--- config.mk ---
export PLATFORM = sky130hd
export DESIGN_NAME = uart_tx_arbiter_flat
export DESIGN_NICKNAME = d
export VERILOG_FILES = /design/src/rtl/uart_alu_pkg.sv /design/src/rtl/uart_tx_arbiter_if.sv /design/src/rtl/rr_priority_pick.sv /design/src/rtl/uart_tx_arbiter.sv /design/src/flat_wrapper.sv
export SDC_FILE = /design/constraint.sdc
export NUM_CORES = 1
export LEC_CHECK = 0
export CORE_UTILIZATION = 43
export CTS_CLUSTER_DIAMETER = 50
export DETAILED_ROUTE_END_ITERATION = 7
export MAX_ROUTING_LAYER = met4
export PLACE_DENSITY = 0.75
export SETUP_SLACK_MARGIN = 0.05
export SYNTH_ARGS = -nofsm -noshare
export SYNTH_HDL_FRONTEND = slang
export SYNTH_SLANG_ARGS = --single-unit
--- constraint.sdc ---
create_clock -name clk -period 1.4 [get_ports clk]
set_input_delay 0.35 -clock clk [delete_from_list [all_inputs] [get_ports clk]]
set_output_delay 0.35 -clock clk [all_outputs]
set_load 0.05 [all_outputs]
--- src/rtl/uart_alu_pkg.sv ---
`default_nettype none
// ============================================================================
// Module   : uart_alu_pkg
// Brief    : Shared types and sizing helpers for the UART byte-channel arbiter.
// Revision : 1.0
// ============================================================================
package uart_alu_pkg;

  typedef enum logic [0:0] {
    IDLE   = 1'b0,
    LOCKED = 1'b1
  } arb_state_e;

  // Watchdog counter must be able to hold TIMEOUT; never narrower than 1 bit.
  function automatic int cnt_width(input int timeout);
    int w;
    w = $clog2(timeout + 1);
    return (w < 1) ? 1 : w;
  endfunction

endpackage
`default_nettype wire

--- src/rtl/uart_tx_arbiter_if.sv ---
`default_nettype none
// ============================================================================
// Module   : uart_tx_arbiter_if
// Brief    : AXI-Stream bundle between byte sources, the arbiter and uart_tx.
// Revision : 1.0
// ============================================================================
interface uart_tx_arbiter_if #(
  parameter int NUM_SRC    = 2,
  parameter int DATA_WIDTH = 8
);

  logic [NUM_SRC*DATA_WIDTH-1:0] s_tdata;
  logic [NUM_SRC-1:0]            s_tvalid;
  logic [NUM_SRC-1:0]            s_tlast;
  logic [NUM_SRC-1:0]            s_tready;
  logic [DATA_WIDTH-1:0]         m_tdata;
  logic                          m_tvalid;
  logic                          m_tlast;
  logic                          m_tready;

  modport slave (
    input  s_tdata, s_tvalid, s_tlast, m_tready,
    output s_tready, m_tdata, m_tvalid, m_tlast
  );

  modport master (
    output s_tdata, s_tvalid, s_tlast, m_tready,
    input  s_tready, m_tdata, m_tvalid, m_tlast
  );

endinterface
`default_nettype wire

--- src/rtl/rr_priority_pick.sv ---
`default_nettype none
// ============================================================================
// Module   : rr_priority_pick
// Brief    : Combinational round-robin pick: first requester from ptr upward.
// Revision : 1.0
// ============================================================================
module rr_priority_pick #(
  parameter int NUM_SRC = 2,
  parameter int PTR_W   = 1
) (
  input  wire logic [NUM_SRC-1:0] req,
  input  wire logic [PTR_W-1:0]   ptr,
  output logic      [NUM_SRC-1:0] grant,
  output logic                    any
);

  logic [PTR_W:0]   w_sum;
  logic [PTR_W-1:0] w_idx;
  logic             w_found;

  always_comb begin
    grant   = '0;
    w_found = 1'b0;
    w_sum   = '0;
    w_idx   = '0;
    for (int k = 0; k < NUM_SRC; k++) begin
      w_sum = {1'b0, ptr} + (PTR_W+1)'(k);
      if (w_sum >= (PTR_W+1)'(NUM_SRC)) begin
        w_sum = w_sum - (PTR_W+1)'(NUM_SRC);
      end
      w_idx = w_sum[PTR_W-1:0];
      if (req[w_idx] && !w_found) begin
        grant[w_idx] = 1'b1;
        w_found      = 1'b1;
      end
    end
  end

  assign any = |req;

endmodule
`default_nettype wire

--- src/rtl/uart_tx_arbiter.sv ---
`default_nettype none
// ============================================================================
// Module   : uart_tx_arbiter
// Brief    : Packet-locked round-robin arbiter feeding the uart_tx byte channel.
// Revision : 1.0
// ============================================================================
module uart_tx_arbiter
  import uart_alu_pkg::*;
#(
  parameter int NUM_SRC    = 2,
  parameter int DATA_WIDTH = 8,
  parameter int TIMEOUT    = 1024
) (
  input  wire logic         clk,
  input  wire logic         rst_n,
  uart_tx_arbiter_if.slave  bus,
  output logic [NUM_SRC-1:0] grant_o,
  output logic               busy_o,
  output logic               timeout_o
);

  localparam int PTR_W = (NUM_SRC > 1) ? $clog2(NUM_SRC) : 1;
  localparam int CNT_W = cnt_width(TIMEOUT);
  localparam logic [CNT_W-1:0] c_CNT_LAST = CNT_W'((TIMEOUT > 0) ? TIMEOUT - 1 : 0);
  localparam logic [PTR_W-1:0] c_PTR_LAST = PTR_W'(NUM_SRC - 1);

  arb_state_e            r_state;
  logic [PTR_W-1:0]      r_ptr;
  logic [PTR_W-1:0]      r_owner;
  logic [NUM_SRC-1:0]    r_grant;
  logic [CNT_W-1:0]      r_cnt;
  logic                  r_timeout;
  logic [DATA_WIDTH-1:0] r_m_tdata;
  logic                  r_m_tvalid;
  logic                  r_m_tlast;

  logic [NUM_SRC-1:0]    w_pick;
  logic                  w_any;
  logic [PTR_W-1:0]      w_pick_idx;
  logic [DATA_WIDTH-1:0] w_owner_data;
  logic [NUM_SRC-1:0]    w_s_tready;
  logic                  w_out_free;
  logic                  w_accept;
  logic                  w_owner_valid;
  logic                  w_owner_last;
  logic                  w_expire;
  logic [PTR_W-1:0]      w_ptr_next;

  rr_priority_pick #(
    .NUM_SRC (NUM_SRC),
    .PTR_W   (PTR_W)
  ) u_pick (
    .req   (bus.s_tvalid),
    .ptr   (r_ptr),
    .grant (w_pick),
    .any   (w_any)
  );

  always_comb begin
    w_pick_idx   = '0;
    w_owner_data = '0;
    for (int i = 0; i < NUM_SRC; i++) begin
      if (w_pick[i]) w_pick_idx = PTR_W'(i);
      if (r_grant[i]) w_owner_data = w_owner_data | bus.s_tdata[i*DATA_WIDTH +: DATA_WIDTH];
    end
  end

  assign w_out_free    = !r_m_tvalid || bus.m_tready;
  assign w_s_tready    = (r_state == LOCKED && w_out_free) ? r_grant : '0;
  assign w_accept      = |(w_s_tready & bus.s_tvalid);
  assign w_owner_valid = |(r_grant & bus.s_tvalid);
  assign w_owner_last  = |(r_grant & bus.s_tlast);
  // Only starvation counts; a stalled-but-valid owner is never expired.
  assign w_expire      = (TIMEOUT != 0) && (r_state == LOCKED) && !w_owner_valid
                         && (r_cnt == c_CNT_LAST);
  assign w_ptr_next    = (r_owner == c_PTR_LAST) ? '0 : r_owner + 1'b1;

  always_ff @(posedge clk or negedge rst_n) begin
    if (!rst_n) begin
      r_state   <= IDLE;
      r_ptr     <= '0;
      r_owner   <= '0;
      r_grant   <= '0;
      r_cnt     <= '0;
      r_timeout <= 1'b0;
    end else begin
      r_timeout <= 1'b0;
      case (r_state)
        IDLE: begin
          if (w_any) begin
            r_state <= LOCKED;
            r_grant <= w_pick;
            r_owner <= w_pick_idx;
            r_cnt   <= '0;
          end
        end
        LOCKED: begin
          if ((w_accept && w_owner_last) || w_expire) begin
            r_state   <= IDLE;
            r_grant   <= '0;
            r_ptr     <= w_ptr_next;
            r_cnt     <= '0;
            r_timeout <= w_expire;
          end else if (w_accept) begin
            r_cnt <= '0;
          end else if (!w_owner_valid) begin
            r_cnt <= r_cnt + 1'b1;
          end
        end
        default: r_state <= IDLE;
      endcase
    end
  end

  // Output register drains on its own, whatever the FSM state.
  always_ff @(posedge clk or negedge rst_n) begin
    if (!rst_n) begin
      r_m_tdata  <= '0;
      r_m_tvalid <= 1'b0;
      r_m_tlast  <= 1'b0;
    end else if (w_accept) begin
      r_m_tdata  <= w_owner_data;
      r_m_tlast  <= w_owner_last;
      r_m_tvalid <= 1'b1;
    end else if (bus.m_tready) begin
      r_m_tvalid <= 1'b0;
    end
  end

  assign bus.s_tready = w_s_tready;
  assign bus.m_tdata  = r_m_tdata;
  assign bus.m_tvalid = r_m_tvalid;
  assign bus.m_tlast  = r_m_tlast;
  assign grant_o      = r_grant;
  assign busy_o       = (r_state == LOCKED);
  assign timeout_o    = r_timeout;

endmodule
`default_nettype wire

--- src/flat_wrapper.sv ---
// flat-port wrapper written by rule: the top's interface ports become plain ports
module uart_tx_arbiter_flat import uart_alu_pkg::*;
#(
  parameter int NUM_SRC    = 2,
  parameter int DATA_WIDTH = 8,
  parameter int TIMEOUT    = 1024
)
  (clk, rst_n, grant_o, busy_o, timeout_o, bus_s_tdata, bus_s_tvalid, bus_s_tlast, bus_m_tready, bus_s_tready, bus_m_tdata, bus_m_tvalid, bus_m_tlast);
  uart_tx_arbiter_if #(.NUM_SRC(NUM_SRC), .DATA_WIDTH(DATA_WIDTH)) bus_i ();
  input  wire logic clk;
  input  wire logic rst_n;
  output logic [NUM_SRC-1:0] grant_o;
  output logic busy_o;
  output logic timeout_o;
  input wire logic [$bits(bus_i.s_tdata)-1:0] bus_s_tdata;
  input wire logic [$bits(bus_i.s_tvalid)-1:0] bus_s_tvalid;
  input wire logic [$bits(bus_i.s_tlast)-1:0] bus_s_tlast;
  input wire logic [$bits(bus_i.m_tready)-1:0] bus_m_tready;
  output wire logic [$bits(bus_i.s_tready)-1:0] bus_s_tready;
  output wire logic [$bits(bus_i.m_tdata)-1:0] bus_m_tdata;
  output wire logic [$bits(bus_i.m_tvalid)-1:0] bus_m_tvalid;
  output wire logic [$bits(bus_i.m_tlast)-1:0] bus_m_tlast;
  assign bus_i.s_tdata = bus_s_tdata;
  assign bus_i.s_tvalid = bus_s_tvalid;
  assign bus_i.s_tlast = bus_s_tlast;
  assign bus_i.m_tready = bus_m_tready;
  assign bus_s_tready = bus_i.s_tready;
  assign bus_m_tdata = bus_i.m_tdata;
  assign bus_m_tvalid = bus_i.m_tvalid;
  assign bus_m_tlast = bus_i.m_tlast;
  uart_tx_arbiter #(.NUM_SRC(NUM_SRC), .DATA_WIDTH(DATA_WIDTH), .TIMEOUT(TIMEOUT)) u_core (.clk(clk), .rst_n(rst_n), .bus(bus_i), .grant_o(grant_o), .busy_o(busy_o), .timeout_o(timeout_o));
endmodule
==> qor.yml <==
dpl.hpwl_um: 3030
synth_ff_type: "dfrtp_1"
htreeDepth: 1
yosysUniqueCellTypes: 43
cts.path.max_buffers: 2
setup_viol: 31
fmax_mhz: 615
critPathKind: "flop to flop"
fin_nets: 254
final_core_util_pct: 83.7
hold_violations: 0
drc: 0
cp-start-kind: "flop"
vias: 1670
netlist_instances: 148
gp_congestion: 0.915
dieArea_um2: 3610
p_leak_nw: 1.14
rsz0062_at_grt: "yes"
antenna_found_initial: 0
grt_first_pass_wirelength_um: 7600
die_w_um: 60.1
avgRoutedWirePerCell_um: 20.6
clk-insertion-delay-late_ns: 0.35
endpoint_kind: "flop"
slew_headroom_pct: 78.3
grt_max_degree: 28
arrival_ns: 1.86
synth-async-reset-ratio_pct: 100
synth_warnings: 0
start_util_pct: 46.4
antenna_cells: 0
outcome: "finished, violations left"
wl_um: 5610
synth_edf_count: 0
num_rows: 20
tightest_slew_ns: 0.323
hold_class: "input pin to asynchronous set/reset pin"
final_antenna_net_count: 0
placed_cells: 245
grt_util_all_layers_pct: 30.1
fin_crit_ns: 1.63
path_clk_slew_ns: 0.15
grt_pass1_vias: 1577
crit_required_ns: 1.63
yosysSeqAreaShare_pct: 46.6
drt_iter0_drc: 176
syn-cell-area_um2: 1450
post-route-period-util_pct: 116
power_density_nw_per_um2: 2020
cts_tree: "yes"
die_h_um: 60.1
fin_skew_ns: 0.00696
worst_slack_ns: -0.227
synth_nets: 172
core_um2: 3130
synth_area_per_cell_um2: 9.81
drv_cap: 0
cts_made_buffers: 3
vdd_drop_max_v: 0.00144
cts_sinks: 27
syn_to_final_growth_pct: 80.3
overflow: 0
cts.hold.buffers_added: 0
portBuffers: 38
ctsRootBufferMaster: "clkbuf_4"
firstDrtPassIters: 5
slew_violations: 0
ios: 39
synth_seq_cells: 27
post_drt_via_cell_ratio: 6.12
drive_above_1_share_pct: 44.1
violations: "setup timing"
stdcell_count: 273
crit_path_max_fanout: 6
-- cells in the mapped netlist (3+ instances only) --
cell	n	area, µm²
dfrtp_1	27	676
nand2_1	20	75.1
a21oi_1	4	20.0
a22oi_1	9	67.6
o211ai_1	4	30.0
nand3_1	6	30.0
o21ai_0	11	55.1
nor2_1	6	22.5
a31oi_1	10	62.6
nand2b_1	3	18.8
or3_1	3	18.8
inv_1	4	15.0
-- layout make-up --
class,count,area (µm²)
Timing Repair Buffer,81,946
Clock inverter,1,5.00
Sequential cell,27,681
Multi-Input combinational cell,113,893
Inverter,4,15.0
Tap cell,44,55.1
Fill cell,165,510
Clock buffer,3,22.5
-- critical path, cell delays in order (launching register included) --
cell and delay (ns):
dfrtp_1 0.43, ha_4 0.18, and4_4 0.28, buf_12 0.12
nand3_4 0.13, o211ai_1 0.24, a22oi_1 0.13
-- per-layer routing --
layer,up-vias,global-route usage [%],wire length (µm)
li1,724,-,-
met1,801,34.7,2120
met2,117,51.1,2850
met3,28,4.55,446
met4,0,14.6,199
met5,-,-,0
-- timing repair --
action	4_1_cts	5_1_grt
gates cloned	2	0
setup endpoints to repair	20	32
hold endpoints to repair	0	0
resized for setup	20	25
setup buffers	14	9
pin swaps	14	9
-- state kept, by name (all words and copies together), names as in the netlist --
signal	flops
u_core.r_cnt	11
u_core.timeout_o	1
u_core.grant_o	2
u_core.bus.m_tlast	1
u_core.busy_o	1
u_core.bus.m_tvalid	1
u_core.r_ptr	1
u_core.bus.m_tdata	8
u_core.r_owner	1
-- per-stage QoR --
step	power, W	TNS [ns]	hold WS (ns)	setup slack [ns]	area (µm²)
global route	0.00550	-4.25	0.337	-0.264	2620
CTS	0.00485	-1.27	0.354	-0.136	2450
floorplan	0.00289	-0.0185	0.0544	-0.00787	1520
finish	0.00530	-3.20	0.334	-0.227	2620
global placement	0.00403	-8.03	0.447	-0.353	2230
detailed placement	0.00414	-9.68	0.458	-0.419	2230
-- placed cells by master, fill, tap and decap left out, types with 3 or more instances in the layout --
master	n
clkdlybuf4s50_1	19
or3_1	3
dlygate4sd2_1	3
nand3_4	3
nor2_1	4
o211ai_1	4
dfrtp_1	23
buf_12	19
inv_1	4
a22oi_1	9
buf_6	13
nand2_1	17
a31oi_1	9
dfrtp_2	4
nand3_2	3
o21ai_1	9
buf_4	27
nand3_1	4
clkbuf_4	3
-- path summary, 6_finish.rpt --
| kind | end | start | cells after the start | slack, ns |
|---|---|---|---|---|
| worst min register to register | u_core.r_ptr | u_core.r_owner | 1 | 0.48 |
| worst max register to register | u_core.grant_o[0] | u_core.r_cnt[0] | 6 | -0.23 |
| max in group asynchronous | u_core.grant_o[1] | rst_n | 2 | 0.89 |
| worst min-delay path | u_core.bus.m_tdata[2] | rst_n | 2 | 0.33 |
| worst max-delay path | u_core.grant_o[0] | u_core.r_cnt[0] | 6 | -0.23 |
| min in group clk | u_core.r_ptr | u_core.r_owner | 1 | 0.48 |
-- kinds of logic after synthesis --
kind of cell	Yosys count	share of synthesized area [%]
adders and majority gates	1	0.862
AOI/OAI and AO/OA	53	26.5
and+or+nand+nor	56	21.5
DFF	27	46.6
muxes	1	0.690
buffers and inverters	10	3.97
-- where the power goes --
group / internal, W / switching, W / leakage (nW)
Sequential: 0.00103 / 0.000273 / 0.345
Combinational: 0.00181 / 0.00183 / 0.780
Clock: 0.000108 / 0.000253 / 0.0177
Total: 0.00294 / 0.00235 / 1.14
No activity file was read; power rests on OpenSTA's default activity.
